`config.mk`:
```
export PLATFORM = sky130hd
export DESIGN_NAME = clk_div_ctrl
export DESIGN_NICKNAME = d
export VERILOG_FILES = /design/src/rtl/clk_div_pkg.sv /design/src/rtl/clk_div_core.sv /design/src/rtl/clk_div_ctrl.sv
export SDC_FILE = /design/constraint.sdc
export NUM_CORES = 1
export LEC_CHECK = 0
export ABC_AREA = 1
export CAP_MARGIN = 20
export CORE_MARGIN = 5
export CORE_UTILIZATION = 63
export DETAILED_ROUTE_END_ITERATION = 7
export GPL_TIMING_DRIVEN = 0
export PLACE_DENSITY = 0.9
export SYNTH_ARGS = -nofsm -noshare
export SYNTH_HDL_FRONTEND = slang
export SYNTH_SLANG_ARGS = --single-unit
```
`constraint.sdc`:
```
create_clock -name i_clk -period 5.3 [get_ports i_clk]
set_input_delay 1.06 -clock i_clk [delete_from_list [all_inputs] [get_ports i_clk]]
set_output_delay 1.06 -clock i_clk [all_outputs]
set_load 0.005 [all_outputs]
```
`src/rtl/clk_div_pkg.sv`:
```
// -----------------------------------------------------------------------------
// clk_div_pkg
// Shared definitions for the runtime-programmable clock divider:
//   - controller state encoding (STOP / RUN / PEND)
//   - default counter width and divisor limits
// -----------------------------------------------------------------------------
package clk_div_pkg;

  // STOP: divider idle, counter held at 0
  // RUN : dividing with the active divisor
  // PEND: dividing, a new divisor waits for the next period boundary
  typedef enum logic [1:0] {
    ST_STOP = 2'b00,
    ST_RUN  = 2'b01,
    ST_PEND = 2'b10
  } state_e;

  localparam int CNT_W_DEF       = 28;
  localparam int DEFAULT_DIV_DEF = 2;
  localparam int MIN_DIV_DEF     = 2;

endpackage

```
`src/rtl/clk_div_core.sv`:
```
// -----------------------------------------------------------------------------
// clk_div_core
// Divide counter with period wrap and registered o_clk/o_tick decode.
// Ports:
//   clk_i, reset_i : clock, synchronous active-high reset
//   run_i          : divider running (RUN or PEND)
//   clr_i          : force the counter back to 0 on the next edge
//   div_i          : active divisor (>= 2)
//   half_i         : div_i >> 1, precomputed by the controller
//   boundary_o     : last cycle of the current period (combinational)
//   clk_o, tick_o  : divided clock and its rising-edge tick (registered)
// -----------------------------------------------------------------------------
module clk_div_core
  import clk_div_pkg::*;
#(
  parameter int CNT_W = CNT_W_DEF
) (
  input  logic             clk_i,
  input  logic             reset_i,
  input  logic             run_i,
  input  logic             clr_i,
  input  logic [CNT_W-1:0] div_i,
  input  logic [CNT_W-1:0] half_i,
  output logic             boundary_o,
  output logic             clk_o,
  output logic             tick_o
);

  logic [CNT_W-1:0] cnt_q, cnt_d;
  logic             clk_q, clk_d;
  logic             tick_q, tick_d;
  logic             at_end;

  assign at_end     = (cnt_q == (div_i - CNT_W'(1)));
  assign boundary_o = run_i & at_end;

  // Next counter value and output decode of the current count
  always_comb begin
    cnt_d  = cnt_q;
    clk_d  = run_i & (cnt_q < half_i);
    tick_d = run_i & (cnt_q == '0);
    if (!run_i || clr_i || at_end) begin
      cnt_d = '0;
    end else begin
      cnt_d = cnt_q + CNT_W'(1);
    end
  end

  // Counter and output registers
  always_ff @(posedge clk_i) begin
    if (reset_i) begin
      cnt_q  <= '0;
      clk_q  <= 1'b0;
      tick_q <= 1'b0;
    end else begin
      cnt_q  <= cnt_d;
      clk_q  <= clk_d;
      tick_q <= tick_d;
    end
  end

  assign clk_o  = clk_q;
  assign tick_o = tick_q;

endmodule

```
`src/rtl/clk_div_ctrl.sv`:
```
// -----------------------------------------------------------------------------
// clk_div_ctrl
// Start/stop and divisor-change sequencing for the divider so that o_clk
// never produces a runt pulse. New divisors arrive over a valid/ready
// handshake and take effect only at a period boundary (or at once in STOP).
// Ports:
//   i_clk, i_reset : clock, synchronous active-high reset
//   i_enable       : 1 = run, 0 = stop at the next period boundary
//   i_div          : requested divisor
//   i_div_valid    : request strobe
//   o_div_ready    : request can be accepted this cycle (not in PEND)
//   o_div_ack      : one-cycle pulse when a divisor takes effect
//   o_err          : one-cycle pulse when a request below MIN_DIV is rejected
//   o_active_div   : divisor in use
//   o_running      : RUN or PEND (including draining)
//   o_clk, o_tick  : divided clock and its rising-edge tick
// -----------------------------------------------------------------------------
module clk_div_ctrl
  import clk_div_pkg::*;
#(
  parameter int CNT_W       = CNT_W_DEF,
  parameter int DEFAULT_DIV = DEFAULT_DIV_DEF,
  parameter int MIN_DIV     = MIN_DIV_DEF
) (
  input  logic             i_clk,
  input  logic             i_reset,
  input  logic             i_enable,
  input  logic [CNT_W-1:0] i_div,
  input  logic             i_div_valid,
  output logic             o_div_ready,
  output logic             o_div_ack,
  output logic             o_err,
  output logic [CNT_W-1:0] o_active_div,
  output logic             o_running,
  output logic             o_clk,
  output logic             o_tick
);

  state_e           state_q, state_d;
  logic [CNT_W-1:0] active_q, active_d;
  logic [CNT_W-1:0] half_q, half_d;
  logic [CNT_W-1:0] pend_q, pend_d;
  logic             stop_req_q, stop_req_d;
  logic             ack_q, ack_d;
  logic             err_q, err_d;

  logic             accept;
  logic             good;
  logic             bad;
  logic             stopping;
  logic             boundary;
  logic             run;
  logic             clr;

  assign run      = (state_q != ST_STOP);
  assign accept   = i_div_valid & o_div_ready;
  assign bad      = accept & (i_div < CNT_W'(MIN_DIV));
  assign good     = accept & ~bad;
  // Enable dropping on the boundary cycle itself still stops at that boundary.
  assign stopping = stop_req_q | ~i_enable;
  assign clr      = (state_d == ST_STOP);

  // Next-state, divisor bookkeeping and pulse generation
  always_comb begin
    state_d    = state_q;
    active_d   = active_q;
    pend_d     = pend_q;
    stop_req_d = stop_req_q;
    ack_d      = 1'b0;
    err_d      = bad;
    case (state_q)
      ST_STOP: begin
        stop_req_d = 1'b0;
        if (good) begin
          active_d = i_div;
          ack_d    = 1'b1;
        end else begin
          active_d = active_q;
        end
        if (i_enable) begin
          state_d = ST_RUN;
        end else begin
          state_d = ST_STOP;
        end
      end
      ST_RUN: begin
        stop_req_d = ~i_enable;
        if (boundary && stopping) begin
          // Nothing would carry a pending divisor through STOP, so a
          // request landing on the final boundary is applied right away.
          state_d    = ST_STOP;
          stop_req_d = 1'b0;
          if (good) begin
            active_d = i_div;
            ack_d    = 1'b1;
          end else begin
            active_d = active_q;
          end
        end else if (good) begin
          // Also taken on a boundary cycle: applied at the following one.
          pend_d  = i_div;
          state_d = ST_PEND;
        end else begin
          state_d = ST_RUN;
        end
      end
      ST_PEND: begin
        stop_req_d = ~i_enable;
        if (boundary) begin
          active_d = pend_q;
          ack_d    = 1'b1;
          if (stopping) begin
            state_d    = ST_STOP;
            stop_req_d = 1'b0;
          end else begin
            state_d = ST_RUN;
          end
        end else begin
          state_d = ST_PEND;
        end
      end
      default: begin
        state_d    = ST_STOP;
        stop_req_d = 1'b0;
      end
    endcase
    half_d = active_d >> 1'b1;
  end

  // Controller registers
  always_ff @(posedge i_clk) begin
    if (i_reset) begin
      state_q    <= ST_STOP;
      active_q   <= CNT_W'(DEFAULT_DIV);
      half_q     <= CNT_W'(DEFAULT_DIV) >> 1'b1;
      pend_q     <= '0;
      stop_req_q <= 1'b0;
      ack_q      <= 1'b0;
      err_q      <= 1'b0;
    end else begin
      state_q    <= state_d;
      active_q   <= active_d;
      half_q     <= half_d;
      pend_q     <= pend_d;
      stop_req_q <= stop_req_d;
      ack_q      <= ack_d;
      err_q      <= err_d;
    end
  end

  clk_div_core #(
    .CNT_W (CNT_W)
  ) u_core (
    .clk_i      (i_clk),
    .reset_i    (i_reset),
    .run_i      (run),
    .clr_i      (clr),
    .div_i      (active_q),
    .half_i     (half_q),
    .boundary_o (boundary),
    .clk_o      (o_clk),
    .tick_o     (o_tick)
  );

  assign o_div_ready  = (state_q != ST_PEND);
  assign o_running    = run;
  assign o_div_ack    = ack_q;
  assign o_err        = err_q;
  assign o_active_div = active_q;

endmodule

```
==> results of run 1 <==
==> cell type report <==
class,count,area [µm²]
multi-input cells,775,4160
fillers,884,2650
flip-flops and latches,91,1820
repair buffers,65,651
inverters,126,473
plain buffers,34,219
well taps,136,170
clock buffers,10,128
clock inverters,4,52.6
==> worst min-delay path by stage <==
stage                       endpoint        from  slack (ns)
after global placement     pend_q[8]   pend_q[8]        0.43
after floorplan           pend_q[10]  pend_q[10]        0.42
after detailed placement   pend_q[6]   pend_q[6]        0.44
final                      pend_q[6]   pend_q[6]        0.45
after CTS                  pend_q[6]   pend_q[6]        0.45
after global routing       pend_q[7]   pend_q[7]        0.48
==> sequential cells by signal, summed over array words and instances (netlist names) <==
signal         flops
o_div_ack          1
stop_req_q         1
o_err              1
state_q            2
u_core.cnt_q      28
o_active_div      28
u_core.tick_o      1
u_core.clk_o       1
pend_q            28
==> synthesized netlist by cell type, drive strengths merged (2+ instances only) <==
master  count
xor2       32
nand2     287
nand3      64
clkbuf     17
a21oi      40
o21a        2
xnor2      18
ha         33
and2        2
dfxtp      91
nand3b      8
nor2      187
nand4      30
buf        17
nor4       13
nor3       10
inv       126
o21ai      38
==> metrics by stage <==
stage,total power (µW),instance area [µm²]
floorplan,1230,6670
global placement,1430,7490
detailed placement,1440,7490
CTS,1910,7670
global route,2030,7670
finish,1910,7670
==> layer usage <==
layer / vias to the layer above / share of wire / GRT usage
li1: 3394 / - / -
met4: 0 / 0.033 / 0.110
met2: 258 / 0.47 / 0.498
met5: - / 0 / 0
met1: 3010 / 0.43 / 0.370
met3: 36 / 0.075 / 0.0567
==> power by group <==
part | leakage, µW | total (µW) | switching (µW) | internal, µW
logic | 0.00265 | 654 | 398 | 256
clock network | 0.0000926 | 473 | 258 | 215
registers | 0.000742 | 789 | 62.9 | 726
total | 0.00349 | 1910 | 718 | 1200
==> cell families (layout without fill, tap and decap cells) <==
family | count (synthesis) | in the layout | synth area share
AND/OR/NAND/NOR | 603 | 603 | 0.422
buffers and inverters | 160 | 239 | 0.104
flip-flops | 91 | 91 | 0.273
AO/OA/AOI/OAI | 88 | 88 | 0.0712
XOR/XNOR | 50 | 50 | 0.0667
adder cells (fa/ha/maj) | 33 | 33 | 0.0619
multiplexers | 1 | 1 | 0.00150
==> critical path, delay by kind of cell, from the launching register on <==
| kind | cells | cell delay, ns |
|---|---|---|
| adders and majority gates | 1 | 0.23 |
| DFF | 1 | 0.39 |
| buffers and inverters | 4 | 1.19 |
==> summary.md, run 1 <==
| Metric | Value |
|---|---|
| Status | completed |
| 1st-iter DRT viols | 566 |
| Highest-count cells in the layout ignoring fill and taps | 276 x nand2_1, 148 x nor2_1, 125 x inv_1 |
| YS warnings | 0 |
| Fmax | ~300 MHz |
| Row count | 37 |
| Die X-Extent | 113 µm |
| DRT Wirelength | 18.2 mm |
| RSZ-0062 raised after global routing | no |
| Worst-Margin Slew | roughly 0.6 ns |
| CP Launch Point | state_q[0] |
| Boundary Pins | 66 |
| Syn Area/Cell | 6.50 µm² |
| Synth area leader | dfxtp_1 |
| Layout Utilization | 0.743 |
| Max-slew headroom | 0.596 |
| HPWL after DPL | 14.7 mm |
| CP Capture Type | output pin |
| Predominant post-synthesis flop cell | dfxtp_1 |
| Power Dens Cells | 249 nW/µm² |
| WP data required | 4.24 ns |
| VDD IR-drop max | 0.210 mV |
| Clock root buffer | clkbuf_8 |
| GRT Util Overall | 0.294 |
| CP max stage cell | clkdlybuf4s50_1 |
| Worst flop-to-flop path endpoint | pend_q[1] |
| Max clock buf depth | 2 |
| P_leak | approximately 0.0035 µW |
| R2R cell count | 18 |
| Global placement routability congestion | a little under 1 |
| Post_cts resized | 0 |
| Minimum clock period | 3.27 ns |
| Arr. time, crit path | 2.21 ns |
| #FFs+latches synth | 91 |
| Slew Viols, Final | 0 |
| Clk_lat worst skew | 0.39 ns |
| Critical Path, Cell by Cell | inv_1 > ha_1 > inv_1 > clkbuf_1 > clkdlybuf4s50_1 |
| Number of synthesized flops with an enable pin | 0 |
| Critical Path Fanout Max | 10 |
| Layout net count | about 1200 |
| Routed len/inst | 14.7 µm |
| MaxCap Viol Count | 0 |
| Post-synth top area share | 0.273 |
| Pre-CTS setup slack | 1.83 ns |
| Top cells by area, synth | dfxtp_1 27%, nand2_1 16%, nor2_1 8.3% |
| Setup CP Type | register to output pin |
| Fraction of layout cells with a size suffix above 1 | 0.0787 |
| Fin cells | 1241 |
| Layout Skew | ~0.019 ns |
| Hold_ws | 0.450 ns |
| First-pass GRT wire length | between 30 and 40 mm |
| Largest stage delay on the critical path | roughly 0.6 ns |
| Crit path launch type | register |
| Worst-path clk slew | ~0.10 ns |
| Die area | 12800 µm² |
| Most frequent CP cell | inv_1 |
| Core Footprint | around 10000 µm² |
| Initial antenna violation count | 0 |
| Final hold vios | 0 |
| Most common cell after layout, fill and taps aside | nand2_1 |
| Fin crit share | 0.617 |
| Worst hold path type | register to register |
| CTS tree | yes |
| Mapped Area | 6670 µm² |
| Antenna viol nets, final | 0 |
| Worst r2r src | o_active_div[0] |
| Vias per Instance | 5.40 |
| Htree depth | 3 |
| Dpl cells | ~1200 |
| CTS Buf Count | 9 |
| GRT overflow | 0 |
| Worst Setup Slack, final | 2.03 ns |
| Die Ht | 113 µm |
| DRC viols | 0 |
| Vias in the first global route | 6235 |
| Async S/R FF share, synth | 0 |
| Seq/Total Area, Yosys | 0.273 |
| Final setup viols | 0 |
| Initial Utilization | 0.646 |
| Final setup TNS | 0 ns |
| Cells after Synth | between 1000 and 1500 |
| Clk sinks | around 90 |
| Ant diodes | 0 |
| Largest net degree at the start of global routing | 15 |
| Syn Nets | around 1100 |
| Vias post-DR | around 6700 |
| Unique cell type count in the Yosys netlist | 41 |
| # port buffers | 65 |
| # Post-CTS Setup Buffers | 0 |
| CTS Hold Bufs | 0 |
| Hold Path Stages | 2 |
| Critical Path Sink | o_div_ready |
| FF-to-FF setup slack | 2.05 ns |
| Drt first pass iters | 5 |
| Synth-to-layout area growth | 15.0% |
Power figures use the tool's default switching activity.
==> run 2, diff against run 1 <==
CORE_UTILIZATION = 53   (was 63)
PLACE_DENSITY = 0.81   (was 0.9)
clock period = 2.73 ns   (was 5.3 ns; I/O delays follow)
==> summary.md, run 2 (synthesized netlist as in run 1, its figures left out) <==
| Metric | Value |
|---|---|
| Status | finished with violations |
| Violated checks | setup timing |
| VDD IR-drop max | 0.357 mV |
| Largest net degree at the start of global routing | 16 |
| Slew Viols, Final | 0 |
| Initial Utilization | 0.535 |
| Crit path launch type | register |
| Die Ht | ~120 µm |
| CTS Buf Count | 9 |
| Clock root buffer | clkbuf_16 |
| Hold_ws | 0.453 ns |
| RSZ-0062 raised after global routing | yes |
| HPWL after DPL | 14.7 mm |
| DRC viols | 0 |
| Register area | 1830 µm² |
| GRT Util Overall | 0.260 |
| Drt first pass iters | 5 |
| FF-to-FF setup slack | -0.14 ns |
| Worst Hold End | pend_q[11] |
| Initial antenna violation count | 0 |
| Fraction of layout cells with a size suffix above 1 | 0.182 |
| DRT Wirelength | 20.5 mm |
| Fin crit share | 1.05 |
| Core Footprint | 12500 µm² |
| MaxCap Viol Count | 0 |
| Global placement routability congestion | 1.00 |
| # fillers | 995 |
| Worst-path clk slew | 0.07 ns |
| Worst r2r src | o_active_div[1] |
| Minimum clock period | around 2.9 ns |
| Setup CP Type | register to register |
| Final setup TNS | -4.10 ns |
| Arr. time, crit path | 3.12 ns |
| Vias per Instance | 5.27 |
| Worst Setup Slack, final | -0.135 ns |
| Htree depth | 3 |
| First-pass GRT wire length | 30.5 mm |
| Worst-Margin Slew | 0.701 ns |
| Worst flop-to-flop path endpoint | u_core.cnt_q[23] |
| Max-slew headroom | 0.533 |
| Synth-to-layout area growth | 29.0% |
| Ant diodes | 0 |
| Die area | 14900 µm² |
| 1st-iter DRT viols | 478 |
| CP Capture Type | register |
| R2R cell count | 20 |
| Highest-count cells in the layout ignoring fill and taps | 256 x nand2_1, 124 x inv_1, 121 x nor2_1 |
| Clk_lat worst skew | between 0.3 and 0.4 ns |
| P_leak | about 0.0038 µW |
| GRT overflow | 0 |
| Routed len/inst | about 16 µm |
| CTS tree | yes |
| Fmax | between 300 and 400 MHz |
| Vias in the first global route | 6175 |
| Vias post-DR | ~6900 |
| Most common cell after layout, fill and taps aside | nand2_1 |
| Die X-Extent | 122 µm |
| Row count | 41 |
| Clk sinks | a little over 90 |
| Layout net count | 1199 |
| Layout Skew | 0.00808 ns |
| Boundary Pins | 66 |
| Multi-input logic area | 4540 µm² |
| Critical Path Fanout Max | 5 |
| Max clock buf depth | 2 |
| Power Dens Cells | 501 nW/µm² |
| WP data required | between 2 and 3 ns |
| Worst hold path type | register to register |
| Final setup viols | 64 |
| Hold Path Stages | 2 |
| Final hold vios | 0 |
| Worst min-delay path startpoint | pend_q[11] |
| Antenna viol nets, final | 0 |
| # port buffers | 65 |
| Pre-CTS setup slack | -0.400 ns |
run 2: cell count changes in the layout (fill, tap and decap cells not counted), moves of 9 or more:
cell       previous run  this run
a21oi_1              40        20
a21oi_2               0        20
buf_4                 0        19
clkbuf_16             0        11
clkbuf_8              9         0
nand2_1             276       256
nand2_2               8        19
nor2_1              148       121
nor2_2               13        33
run 2: worst max-delay path by stage:
stage	start	end	slack, ns	depth (start not counted)
after floorplan	o_active_div[0]	u_core.cnt_q[10]	0.22	20
after global placement	o_active_div[1]	pend_q[22]	-0.38	18
after detailed placement	o_active_div[0]	pend_q[0]	-0.40	18
after CTS	o_active_div[1]	u_core.cnt_q[20]	-0.02	21
after global routing	o_active_div[1]	u_core.cnt_q[18]	-0.26	17
final	o_active_div[1]	u_core.cnt_q[23]	-0.14	20
run 2: final cells by class:
class,instances,area share
multi-input combinational,777,0.528
inverter,126,0.0552
buffer,34,0.0311
tap,172,0.0250
clock inverter,5,0.00726
timing repair buffer,95,0.115
clock buffer,10,0.0266
sequential,91,0.212
run 2: layer usage:
metal	vias to the layer above	wire length (µm)	global-route usage
met3	68	1540	0.0323
met1	3047	8420	0.340
met4	0	919	0.123
li1	3466	-	-
met2	327	9580	0.427
met5	-	0	0
run 2: what timing repair did:
item | in CTS | in global routing
setup endpoints to repair | 84 | 87
hold buffers | 0 | 0
gates resized for setup | 30 | 129
gates cloned | 3 | 5
pin swaps | 11 | 32
setup buffers | 12 | 12
run 2: critical path: stages (launching register included):
cell       delay [ns]
dfxtp_4          0.37
inv_4            0.06
ha_4             0.19
nand2_8          0.07
nor2_4           0.19
buf_6            0.16
nand3_2          0.06
nand2_2          0.09
nand2_1          0.07
nor2_2           0.10
nand2_1          0.07
nor2_2           0.13
nand3_2          0.11
nor2_4           0.19
nand2_2          0.10
nand2_2          0.10
a21boi_2         0.22
nand2_2          0.12
nand2_8          0.14
clkbuf_16        0.18
nor2_4           0.03
run 2: report_power, final:
group          internal (µW)  switching, µW  total [µW]
Combinational            611            880        1490
Clock                    712            561        1270
Sequential              1410            137        1550
run 2: through the flow:
stage	util	instances	power, µW	area, µm²
floorplan	-	1026	2380	6670
global placement	0.605	1263	2780	7540
detailed placement	0.605	1263	2800	7540
CTS	0.647	1293	4150	8070
global route	0.691	1310	4520	8610
finish	0.691	1310	4310	8610
